`src/rtl/timebase_pkg.sv`:
```
// Shared definitions for the timebase: prescaler derivation, programmable-tick
// state encoding and timestamp width.
package timebase_pkg;

  localparam int unsigned TS_W = 32;

  typedef enum logic [1:0] {
    IDLE = 2'd0,
    RUN  = 2'd1,
    PEND = 2'd2
  } prog_state_t;

  // Clock cycles per microsecond; the clock must be an integer multiple of 1 MHz.
  function automatic int unsigned div_us(input int unsigned clk_freq_hz);
    return clk_freq_hz / 32'd1_000_000;
  endfunction

endpackage

```
`src/rtl/timebase_mod_cnt.sv`:
```
// Modulo-MOD event counter. Advances on inc while en is high, holds while en
// is low, clears synchronously. wrap is the combinational terminal event used
// to cascade the next stage; pulse is the same event registered as a strobe.
module timebase_mod_cnt
  import timebase_pkg::*;
#(
  parameter int unsigned MOD = 4
) (
  input  logic clk,
  input  logic rst_n,
  input  logic en,
  input  logic inc,
  input  logic clr,
  output logic wrap,
  output logic pulse
);

  localparam int unsigned W = (MOD > 1) ? $clog2(MOD) : 1;
  localparam logic [W-1:0] LAST = W'(MOD - 1);

  logic [W-1:0] cnt_d, cnt_q;
  logic         pulse_d, pulse_q;
  logic         last;

  // Next count and wrap detection; clear wins over any increment.
  always_comb begin
    last    = (cnt_q == LAST);
    wrap    = en & inc & ~clr & last;
    cnt_d   = cnt_q;
    if (clr) begin
      cnt_d = '0;
    end else if (en && inc) begin
      cnt_d = last ? '0 : cnt_q + 1'b1;
    end
    pulse_d = wrap;
  end

  // Count and strobe registers.
  always_ff @(posedge clk) begin
    if (!rst_n) begin
      cnt_q   <= '0;
      pulse_q <= 1'b0;
    end else begin
      cnt_q   <= cnt_d;
      pulse_q <= pulse_d;
    end
  end

  assign pulse = pulse_q;

endmodule

```
`src/rtl/timebase_tick_gen.sv`:
```
// System timebase: 1 us / 1 ms / 1 s strobes, a programmable-period strobe
// with a shadow-register handshake, and a free-running microsecond timestamp.
module timebase_tick_gen
  import timebase_pkg::*;
#(
  parameter int unsigned CLK_FREQ_HZ = 250_000_000,
  parameter int unsigned US_PER_MS   = 1000,
  parameter int unsigned MS_PER_S    = 1000,
  parameter int unsigned PROG_W      = 16
) (
  input  logic              clk,
  input  logic              rst_n,
  input  logic              en,
  input  logic              clr,
  input  logic              prog_valid,
  input  logic [PROG_W-1:0] prog_period,
  output logic              prog_ready,
  output logic              tick_us,
  output logic              tick_ms,
  output logic              tick_s,
  output logic              tick_prog,
  output logic [TS_W-1:0]   ts_us
);

  localparam int unsigned DIV_US = div_us(CLK_FREQ_HZ);

  logic us_wrap;
  logic ms_wrap;
  // The seconds stage ends the cascade, so its carry has no consumer.
  logic unused_s_wrap;

  timebase_mod_cnt #(.MOD(DIV_US)) u_pre (
    .clk   (clk),
    .rst_n (rst_n),
    .en    (en),
    .inc   (1'b1),
    .clr   (clr),
    .wrap  (us_wrap),
    .pulse (tick_us)
  );

  timebase_mod_cnt #(.MOD(US_PER_MS)) u_ms (
    .clk   (clk),
    .rst_n (rst_n),
    .en    (en),
    .inc   (us_wrap),
    .clr   (clr),
    .wrap  (ms_wrap),
    .pulse (tick_ms)
  );

  timebase_mod_cnt #(.MOD(MS_PER_S)) u_s (
    .clk   (clk),
    .rst_n (rst_n),
    .en    (en),
    .inc   (ms_wrap),
    .clr   (clr),
    .wrap  (unused_s_wrap),
    .pulse (tick_s)
  );

  logic [TS_W-1:0] ts_d, ts_q;

  // Timestamp advances on the same edge that raises tick_us.
  always_comb begin
    ts_d = ts_q;
    if (clr) begin
      ts_d = '0;
    end else if (us_wrap) begin
      ts_d = ts_q + 1'b1;
    end
  end

  // Timestamp register.
  always_ff @(posedge clk) begin
    if (!rst_n) ts_q <= '0;
    else        ts_q <= ts_d;
  end

  assign ts_us = ts_q;

  // Programmable strobe: active period, shadow and counter.
  prog_state_t       state_d, state_q;
  logic [PROG_W-1:0] period_d, period_q;
  logic [PROG_W-1:0] shadow_d, shadow_q;
  logic [PROG_W-1:0] prog_cnt_d, prog_cnt_q;
  logic              ready_d, ready_q;
  logic              tick_prog_d, tick_prog_q;
  logic              accept;
  logic              prog_last;

  assign accept    = prog_valid & ready_q;
  assign prog_last = (prog_cnt_q == period_q - 1'b1);

  // In IDLE the shadow is full exactly when ready is low, so no extra state is
  // needed for the one-cycle apply after an accept.
  always_comb begin
    state_d     = state_q;
    period_d    = period_q;
    shadow_d    = shadow_q;
    ready_d     = ready_q;
    prog_cnt_d  = prog_cnt_q;
    tick_prog_d = 1'b0;
    case (state_q)
      IDLE: begin
        if (!ready_q) begin
          period_d   = shadow_q;
          prog_cnt_d = '0;
          ready_d    = 1'b1;
          state_d    = (shadow_q == '0) ? IDLE : RUN;
        end
      end
      RUN, PEND: begin
        if (us_wrap) begin
          if (prog_last) begin
            tick_prog_d = 1'b1;
            prog_cnt_d  = '0;
            if (state_q == PEND) begin
              period_d = shadow_q;
              ready_d  = 1'b1;
              state_d  = (shadow_q == '0) ? IDLE : RUN;
            end
          end else begin
            prog_cnt_d = prog_cnt_q + 1'b1;
          end
        end
      end
      default: state_d = IDLE;
    endcase
    if (accept) begin
      shadow_d = prog_period;
      ready_d  = 1'b0;
      if (state_q == RUN) state_d = PEND;
    end
    if (clr) begin
      prog_cnt_d  = '0;
      tick_prog_d = 1'b0;
    end
  end

  // Programmable-path state register.
  always_ff @(posedge clk) begin
    if (!rst_n) begin
      state_q     <= IDLE;
      period_q    <= '0;
      shadow_q    <= '0;
      prog_cnt_q  <= '0;
      ready_q     <= 1'b1;
      tick_prog_q <= 1'b0;
    end else begin
      state_q     <= state_d;
      period_q    <= period_d;
      shadow_q    <= shadow_d;
      prog_cnt_q  <= prog_cnt_d;
      ready_q     <= ready_d;
      tick_prog_q <= tick_prog_d;
    end
  end

  assign prog_ready = ready_q;
  assign tick_prog  = tick_prog_q;

endmodule
```
`config.mk`:
```
export PLATFORM = sky130hd
export DESIGN_NAME = timebase_tick_gen
export DESIGN_NICKNAME = d
export VERILOG_FILES = /design/src/rtl/timebase_pkg.sv /design/src/rtl/timebase_mod_cnt.sv /design/src/rtl/timebase_tick_gen.sv
export SDC_FILE = /design/constraint.sdc
export NUM_CORES = 1
export LEC_CHECK = 0
export CORE_ASPECT_RATIO = 0.9
export CORE_MARGIN = 3
export CORE_UTILIZATION = 55
export CTS_BUF_LIST = sky130_fd_sc_hd__clkbuf_4
export CTS_CLUSTER_DIAMETER = 200
export DETAILED_ROUTE_END_ITERATION = 8
export PLACE_DENSITY = 0.85
export SLEW_MARGIN = 20
export SYNTH_ARGS = -nofsm -noshare
export SYNTH_HDL_FRONTEND = slang
export SYNTH_SLANG_ARGS = --single-unit
```
`constraint.sdc`:
```
create_clock -name clk -period 4.25 [get_ports clk]
set_clock_uncertainty 0.1 [all_clocks]
set_input_delay 0.85 -clock clk [delete_from_list [all_inputs] [get_ports clk]]
set_output_delay 0.85 -clock clk [all_outputs]
set_load 0.01 [all_outputs]
```
* After elaboration in Yosys (flattened, before gate mapping)
Cells that the tools add are included.
W data, S select, Z words.
** Storage, ports and cells
- Register bits after elaboration :: 115
- Input bits :: 21
- Output and inout port bits :: 37
- Logic and storage cells :: 83
** Cells by class
- Add/subtract/negate cells :: 6
- Eq/ne operators :: 13
- Multiplexer cells :: 26
- Bitwise logic cells :: 13
- Reductions and logical operators :: 12
** Operator list (count)
- $mux W16 :: 7
- $pmux W16 S2 :: 2
- $add A32 B1 Y32 const B :: 1
- $add A10 B1 Y10 const B :: 2
- $eq A10 B10 Y1 const B :: 2
- $mux W10 :: 2
- $add A16 B1 Y16 const B :: 1
- $eq A16 B16 Y1 :: 1
- $logic_not A16 Y1 :: 1
- $sub A16 B1 Y16 const B :: 1
- $mux W2 :: 6
- $and A1 B1 Y1 :: 9
- $add A8 B1 Y8 const B :: 1
- $eq A8 B8 Y1 const B :: 1
- $mux W8 :: 1
- $mux W1 :: 6
- $ne A2 B2 Y1 const B :: 3
- $ne A3 B3 Y1 const B :: 2
- $reduce_and A5 Y1 :: 1
- $not A1 Y1 :: 4
- $pmux W2 S2 :: 1
- $reduce_and A4 Y1 :: 1
- $reduce_or A2 Y1 :: 2
- $reduce_or A4 Y1 :: 1
- 10 further kinds :: 11

* Depth between registers and ports, before layout
Gate-level depths: netlist of the first run.
- Depth after elaboration :: 9
- Gate-level depth with buffers :: 12
- Mapped depth without buffers :: 10

* Hierarchy
Synthesis of the first run repeated with hierarchy kept, for this count alone.
** Second synthesis, totals
- Cell total of the unflattened synthesis :: 684
- Area, all modules :: 5855.6 um^2
** By module, submodules not included
- timebase_tick_gen :: instances 1, cells each 515, area each 4307.9 um^2, sequential area each 1681.6 um^2
- timebase_mod_cnt (u_ms ...) :: instances 2, cells each 58, area each 538.0 um^2, sequential area each 220.2 um^2
- timebase_mod_cnt (u_pre) :: instances 1, cells each 53, area each 471.7 um^2, sequential area each 180.2 um^2

* Least setup slack after synthesis of the first run
No wires, ideal clock.
- Path type :: in2reg
- Start :: input en
- End :: register ts_q[30] (netlist: ts_us[30])
- Setup time :: 0.071 ns
- Arrival :: 2.683 ns
- Data required time :: 4.079 ns
- Slack :: 1.397 ns
- Stages on the path :: 10
- Buffers on the path :: 3
- Path through :: buf_4 -> nand4b_1 -> or3_1 -> buf_6 -> nor2_8 -> nand3_4 -> or2_1 -> clkbuf_2 -> or3_1 -> a21oi_1
** Between the ends
- Word-level cells in the longest chain between the ends :: 2
** RTL lines
- start: declaration :: line timebase_tick_gen.sv:13 : input logic en,
- $and A1 B1 Y1 (2 in series) :: line timebase_mod_cnt.sv:28 : wrap = en & inc & ~clr & last;
- end signal: assignment :: line timebase_tick_gen.sv:77 : else ts_q <= ts_d;
- end: declaration :: line timebase_tick_gen.sv:62 : logic [TS_W-1:0] ts_d, ts_q;
No other way between the ends.
A chain may end at the register's enable or synchronous reset.

* Final worst setup path of the first run
- Start :: input en
- End :: register period_q[9]
** Between the ends
- Word-level cells in the longest chain between the ends :: 4
** RTL lines
- $and A1 B1 Y1 (2 in series) :: line timebase_mod_cnt.sv:28
- $ne A2 B1 Y1 (no line)
- $reduce_and A5 Y1 (no line)
- end signal: assignment :: line timebase_tick_gen.sv:152 : period_q <= period_d;
- end: declaration :: line timebase_tick_gen.sv:84 : logic [PROG_W-1:0] period_d, period_q;
No other way between the ends.

==> run_results.csv, run 1 <==
group,metric,value,unit
finish,area_delta_synth_final,17.33,%
global_route,grt_pass1_wl,21.45,mm
place,hpwl,9.115,mm
clock_network,numCtsBuffers,17,
run,cap_violations,0,
sta,max_freq,0.2923,GHz
sta,setup_ws,828.6,ps
synth,yosysTopAreaCell,"dfxtp_1",
clock_network,cts_max_level,4,
global_route,antenna_found_initial,0,
clock_network,cts_tree,"built",
finish,final_common_cell,"dfxtp_1",
pwr,power.density,387.1,nW/um2
pwr,leakagePower,2.269,nW
floorplan,fp.dieW,111.3,um
floorplan,io_pins,58,
place,portBuffers,57,
routing,wl_per_cell,14.62,um
sta,maxSlewViolCount,0,
routing,drtIter0Drc,407,
synth,synth_warnings,0,
synth,synth_cells,669,
clock_network,cts-root-buf,"clkbuf_4",
place,place_inst,829,
min_path,holdCritPathClass,"reg -> reg",
synth,synth_top_area_frac,0.4191,
synth,netlist-cell-type-count,58,
routing,vias,4864,
floorplan,start_util,0.5835,
sta,tns,0,ps
sta,setup_viol,0,
place,routabilityCongestion,0.8600,
floorplan,die_area,11220,um2
clock_network,clk_pin_slew,120,ps
pwr,power.total,2.495,mW
floorplan,num_rows,33,
clock_network,post_cts_buffers,0,
routing,ant_nets,0,
sta,slew_headroom,0.3812,
finish,final_cell_mix,"115 x dfxtp_1, 98 x nand2_1, 84 x nor2_1",
clock_network,clock_path_buffers,2,
finish,antennaDiodeCount,0,
clock_network,holdBufCountCts,0,
finish,drive_gt1_frac,0.07578,
sta,worstMarginPinSlew,928.2,ps
synth,ys_seq_area_frac,0.4191,
global_route,overflow,0,
place,pre_cts_ws,383.2,ps
setup_path,worst_ep_arrival_time,3750,ps
synth,synth_area_leaders,"dfxtp_1 42%, nand2_1 6.7%, xor2_1 6.7%, nor2_1 5.7%, xnor2_1 5.4%",
floorplan,core,9414,um2
routing,drt_wl_total,12.59,mm
run_status,outcome,"finished clean",
global_route,grt_pass1_vias,4638,
clock_network,cts_resized,0,
clock_network,clock-sinks,115,
setup_path,crit_path_end_kind,"flip-flop",
pwr,peakVddDrop,0.0002493,V
setup_path,path_class,"in -> reg",
setup_path,cp-start-kind,"input pin",
sta,finalCriticalPeriod,3421,ps
routing,vias_per_cell,5.649,
clock_network,clk_latency,570,ps
global_route,grt_max_degree,37,
finish,nNetsFinal,758,
synth,synth-seq-cells,115,
floorplan,die_h,100.8,um
finish,final_cells,861,
synth,syn_nets,701,
synth,synthesis.area,5493,um2
setup_path,crit_fanout,32,
global_route,grt.total_usage,0.2337,
sta,hold_viol,0,
routing,drc,0,
routing,first_pass_iters,5,
sta,period_share,0.8050,
setup_path,cp.required,4580,ps
sta,rsz0062_at_grt,"no",
synth,syn_avg_cell_area,8.210,um2
[Yosys cell counts, drive strengths merged]
cell type / instances
nor4: 12
a21o: 2
or4: 1
mux2: 1
o311a: 1
a221o: 2
inv: 16
and3b: 1
a31oi: 3
and3: 17
o311ai: 2
nand4b: 3
nor3b: 2
o211ai: 1
a21boi: 1
ha: 11
or2: 5
a211oi: 2
o21ai: 38
nor3: 14
nor2: 85
nand2b: 2
nand4: 22
o22ai: 1
and4: 3
nand2: 99
clkbuf: 16
nand3b: 3
xnor2: 34
a21oi: 37
dfxtp: 115
xor2: 42
nor2b: 3
a211o: 1
nand3: 42
buf: 9
and2: 3
or3: 15
nor4b: 2
[kinds of logic (layout without fill, tap and decap cells)]
kind of cell / Yosys count / in the layout / share of synthesized area
simple gates: 334 / 334 / 0.3077
buf+inv: 41 / 111 / 0.03189
xor+xnor: 76 / 76 / 0.1212
compound gates: 91 / 91 / 0.09294
fa+ha+maj: 11 / 11 / 0.02506
mux: 1 / 1 / 0.002050
flops: 115 / 115 / 0.4191
[critical path, cell delays in order]
cell and delay, ps:
clkdlybuf4s50_1 620, nand4b_1 240, or3_1 510, a211o_1 420, nor4_1 500, a21oi_4 320, nand3_1 180, o21ai_1 90
[routing by layer]
layer,up-vias,GRT usage,part of all wire
li1,2412,-,-
met1,2288,0.2895,0.45
met2,130,0.3885,0.47
met3,34,0.05942,0.052
met4,0,0.1029,0.025
met5,-,0,0
[layout make-up]
type	count	area, um2
clock inverters	14	152.6
clock buffers	18	135.1
inverters	16	60.06
flip-flops and latches	115	2302
fillers	746	2969
well taps	122	152.6
multi-input cells	513	3027
repair buffers	63	615.6
[registers in the layout, summed over array words and instances (netlist names), 2 cells and up]
| signal | count |
|---|---|
| period_q | 16 |
| shadow_q | 16 |
| u_s.cnt_q | 10 |
| ts_us | 32 |
| state_q | 2 |
| u_pre.cnt_q | 8 |
| u_ms.cnt_q | 10 |
| prog_cnt_q | 16 |
[power by group]
group | internal (mW) | switching [mW] | leakage, nW
registers | 1.11 | 0.0474 | 0.930
clock network | 0.360 | 0.454 | 0.147
logic | 0.205 | 0.315 | 1.19
[worst paths after layout]
path	slack (ps)	startpoint	cells past startpoint	endpoint
min reg2reg	350	shadow_q[8]	2	period_q[8]
max reg2reg	1200	u_pre.cnt_q[0]	8	period_q[9]
min	350	shadow_q[8]	2	period_q[8]
max	830	en	8	period_q[9]
[through the flow]
stage,cell area (um2),hold slack (ps),util
CTS,6437,362.3,0.6838
detailed placement,6150,361.3,0.6532
finish,6445,354.8,0.6846
global route,6445,382.3,0.6846
floorplan,5493,341.3,-
global placement,6150,354.0,0.6532
Note: power is estimated with default switching activity, not from simulation.
==> inputs of run 2 (changes only) <==
Settings changed: CORE_UTILIZATION 55 to 53.
Clock period 4.25 ns to 3.1 ns, I/O delays scaled along.
==> run 2 against run 1 <==
Net effect: combinational power rose by 55%; worst setup slack got worse by 610 ps; critical endpoint is now prog_cnt_q[14]; sequential share of layout area fell by 0.99 points; sequential power rose by 37%; worst hold slack improved by 18 ps; routed wire length rose by 5.0%; global-route usage rose by 0.47 points; largest power group unchanged; core utilization fell by 1.3 points.
==> run_results.csv, run 2 (synthesized netlist as in run 1, its figures left out) <==
group,metric,value,unit
clock_network,clk_pin_slew,110,ps
finish,final_common_cell,"dfxtp_1",
clock_network,cts-root-buf,"clkbuf_4",
floorplan,fp.dieW,113.3,um
finish,final_cells,882,
setup_path,cp.required,3400,ps
setup_path,worst_ep_arrival_time,3190,ps
finish,area_delta_synth_final,20.68,%
global_route,antenna_found_initial,0,
sta,slew_headroom,0.5469,
pwr,power.total,3.647,mW
sta,worstMarginPinSlew,679.7,ps
finish,nNetsFinal,775,
floorplan,start_util,0.5565,
floorplan,die_area,11620,um2
global_route,use_met3,0.06162,
setup_path,path_cells,"buf_4 -> nor4_1 -> nand2_1 -> o311ai_0 -> nor2_1 -> nor2_1 -> and2_1 -> a21o_2 -> nor2_1",
setup_path,cp-start-kind,"flip-flop",
finish,drive_gt1_frac,0.09921,
finish,final_cell_mix,"115 x dfxtp_1, 98 x nand2_1, 84 x nor2_1",
min_path,worstHoldStart,"shadow_q[7]",
global_route,grt.total_usage,0.2384,
routing,drtIter0Drc,299,
setup_path,crit_path_frequent_cell,"nor2_1",
setup_path,crit_path_end_kind,"flip-flop",
sta,hold_viol,0,
clock_network,clock_path_buffers,2,
setup_path,critical_path.max_stage_delay,570,ps
routing,ant_nets,0,
setup_path,critPathLaunch,"period_q[0]",
place,pre_cts_ws,51.34,ps
global_route,overflow,0,
finish,fillers,760,
finish,final_util,0.6717,
global_route,met1_usage,0.2834,
pwr,peakVddDrop,0.0002682,V
pwr,leakagePower,2.374,nW
clock_network,cts_tree,"built",
setup_path,crit_slowest_cell,"nor4_1",
clock_network,numCtsBuffers,17,
sta,maxSlewViolCount,0,
routing,first_pass_iters,5,
min_path,holdCritPathClass,"reg -> reg",
floorplan,num_rows,34,
global_route,grt_pass1_vias,4967,
routing,vias,5005,
floorplan,die_h,102.6,um
place,routabilityCongestion,0.8102,
clock_network,cts_max_level,4,
global_route,grt_busiest_layer,"met2",
setup_path,cp.buffers_inverters,1,
finish,largest_register_ffs,32,
run,cap_violations,0,
global_route,grt_pass1_wl,22.51,mm
sta,rsz0062_at_grt,"no",
routing,vias_per_cell,5.675,
sta,setup_ws,214.5,ps
floorplan,core,9869,um2
pwr,power.density,550.1,nW/um2
global_route,gr-usage-met2,0.4185,
routing,drt_wl_total,13.21,mm
place,portBuffers,57,
clock_network,clock-sinks,115,
sta,period_share,0.9308,
sta,tns,0,ps
sta,max_freq,0.3466,GHz
setup_path,crit_fanout,12,
finish,antennaDiodeCount,0,
global_route,grt_max_degree,38,
routing,wl_per_cell,14.98,um
setup_path,critical_path.top_delay_family,"simple AND/OR/NAND/NOR gates",
floorplan,io_pins,58,
routing,drc,0,
place,hpwl,9.369,mm
setup_path,r2r-start,"period_q[0]",
run_status,outcome,"finished clean",
setup_path,path_class,"reg -> reg",
clock_network,clk_latency,520,ps
place,place_inst,850,
sta,finalCriticalPeriod,2886,ps
sta,setup_viol,0,
run 2: changes by cell type in the layout (fill, tap and decap cells not counted):
cell,before,now
buf_4,6,23
clkbuf_4,18,19
clkinv_1,1,2
bufinv_16,2,4
nor4_2,1,3
inv_6,3,2
clkinv_4,4,2
a21o_1,2,1
nor4_1,10,8
a21o_2,0,1
clkinvlp_4,3,2
run 2: cell type report:
class,count,area [um2],area share
inverter,16,60.06,0.009060
clock buffer,19,142.6,0.02152
tap,126,157.7,0.02378
clock inverter,13,182.7,0.02756
multi-input combinational,513,3040,0.4587
timing repair buffer,80,743.2,0.1121
sequential,115,2302,0.3473
run 2: report_power, final:
group          switching (mW)  internal [mW]
registers              0.0612           1.53
logic                   0.475          0.333
clock network           0.593          0.659
total                    1.13           2.52
run 2: worst paths after layout:
check	end	slack [ps]	cells past startpoint
setup / recovery	prog_cnt_q[14]	210	9
hold / removal	period_q[7]	370	2
setup reg to reg	prog_cnt_q[14]	210	9
hold reg to reg	period_q[7]	370	2
run 2: stage by stage:
step	cell area, um2	hold WS (ps)
5_1_grt	6629	399.9
6_report	6629	373.3
3_3_place_gp	6282	357.7
2_1_floorplan	5493	341.3
3_5_place_dp	6282	364.8
4_1_cts	6615	376.9
run 2: what timing repair did:
| item | CTS | global route |
|---|---|---|
| endpoints found under the setup margin | 1 | 15 |
| pin swaps | 0 | 0 |
| hold buffers | 0 | 0 |
| setup buffers | 0 | 0 |
| resized for setup | 1 | 3 |
run 2: worst reg2reg max path: stages, from the launching register on:
cell and delay (ps):
dfxtp_1 330, buf_4 150, nor4_1 570, nand2_1 190, o311ai_0 360, nor2_1 140
nor2_1 350, and2_1 210, a21o_2 270, nor2_1 100
run 2: routing by layer:
| layer | share of wire | up-vias |
|---|---|---|
| li1 | - | 2443 |
| met1 | 0.43 | 2380 |
| met2 | 0.49 | 155 |
| met3 | 0.056 | 27 |
| met4 | 0.018 | 0 |
| met5 | 0 | - |
==> inputs of run 3 (changes only) <==
Settings changed: HOLD_SLACK_MARGIN set to 0.05.
==> results of run 3 <==
The final DEF is identical to that of run 2; final timing and power are the same.
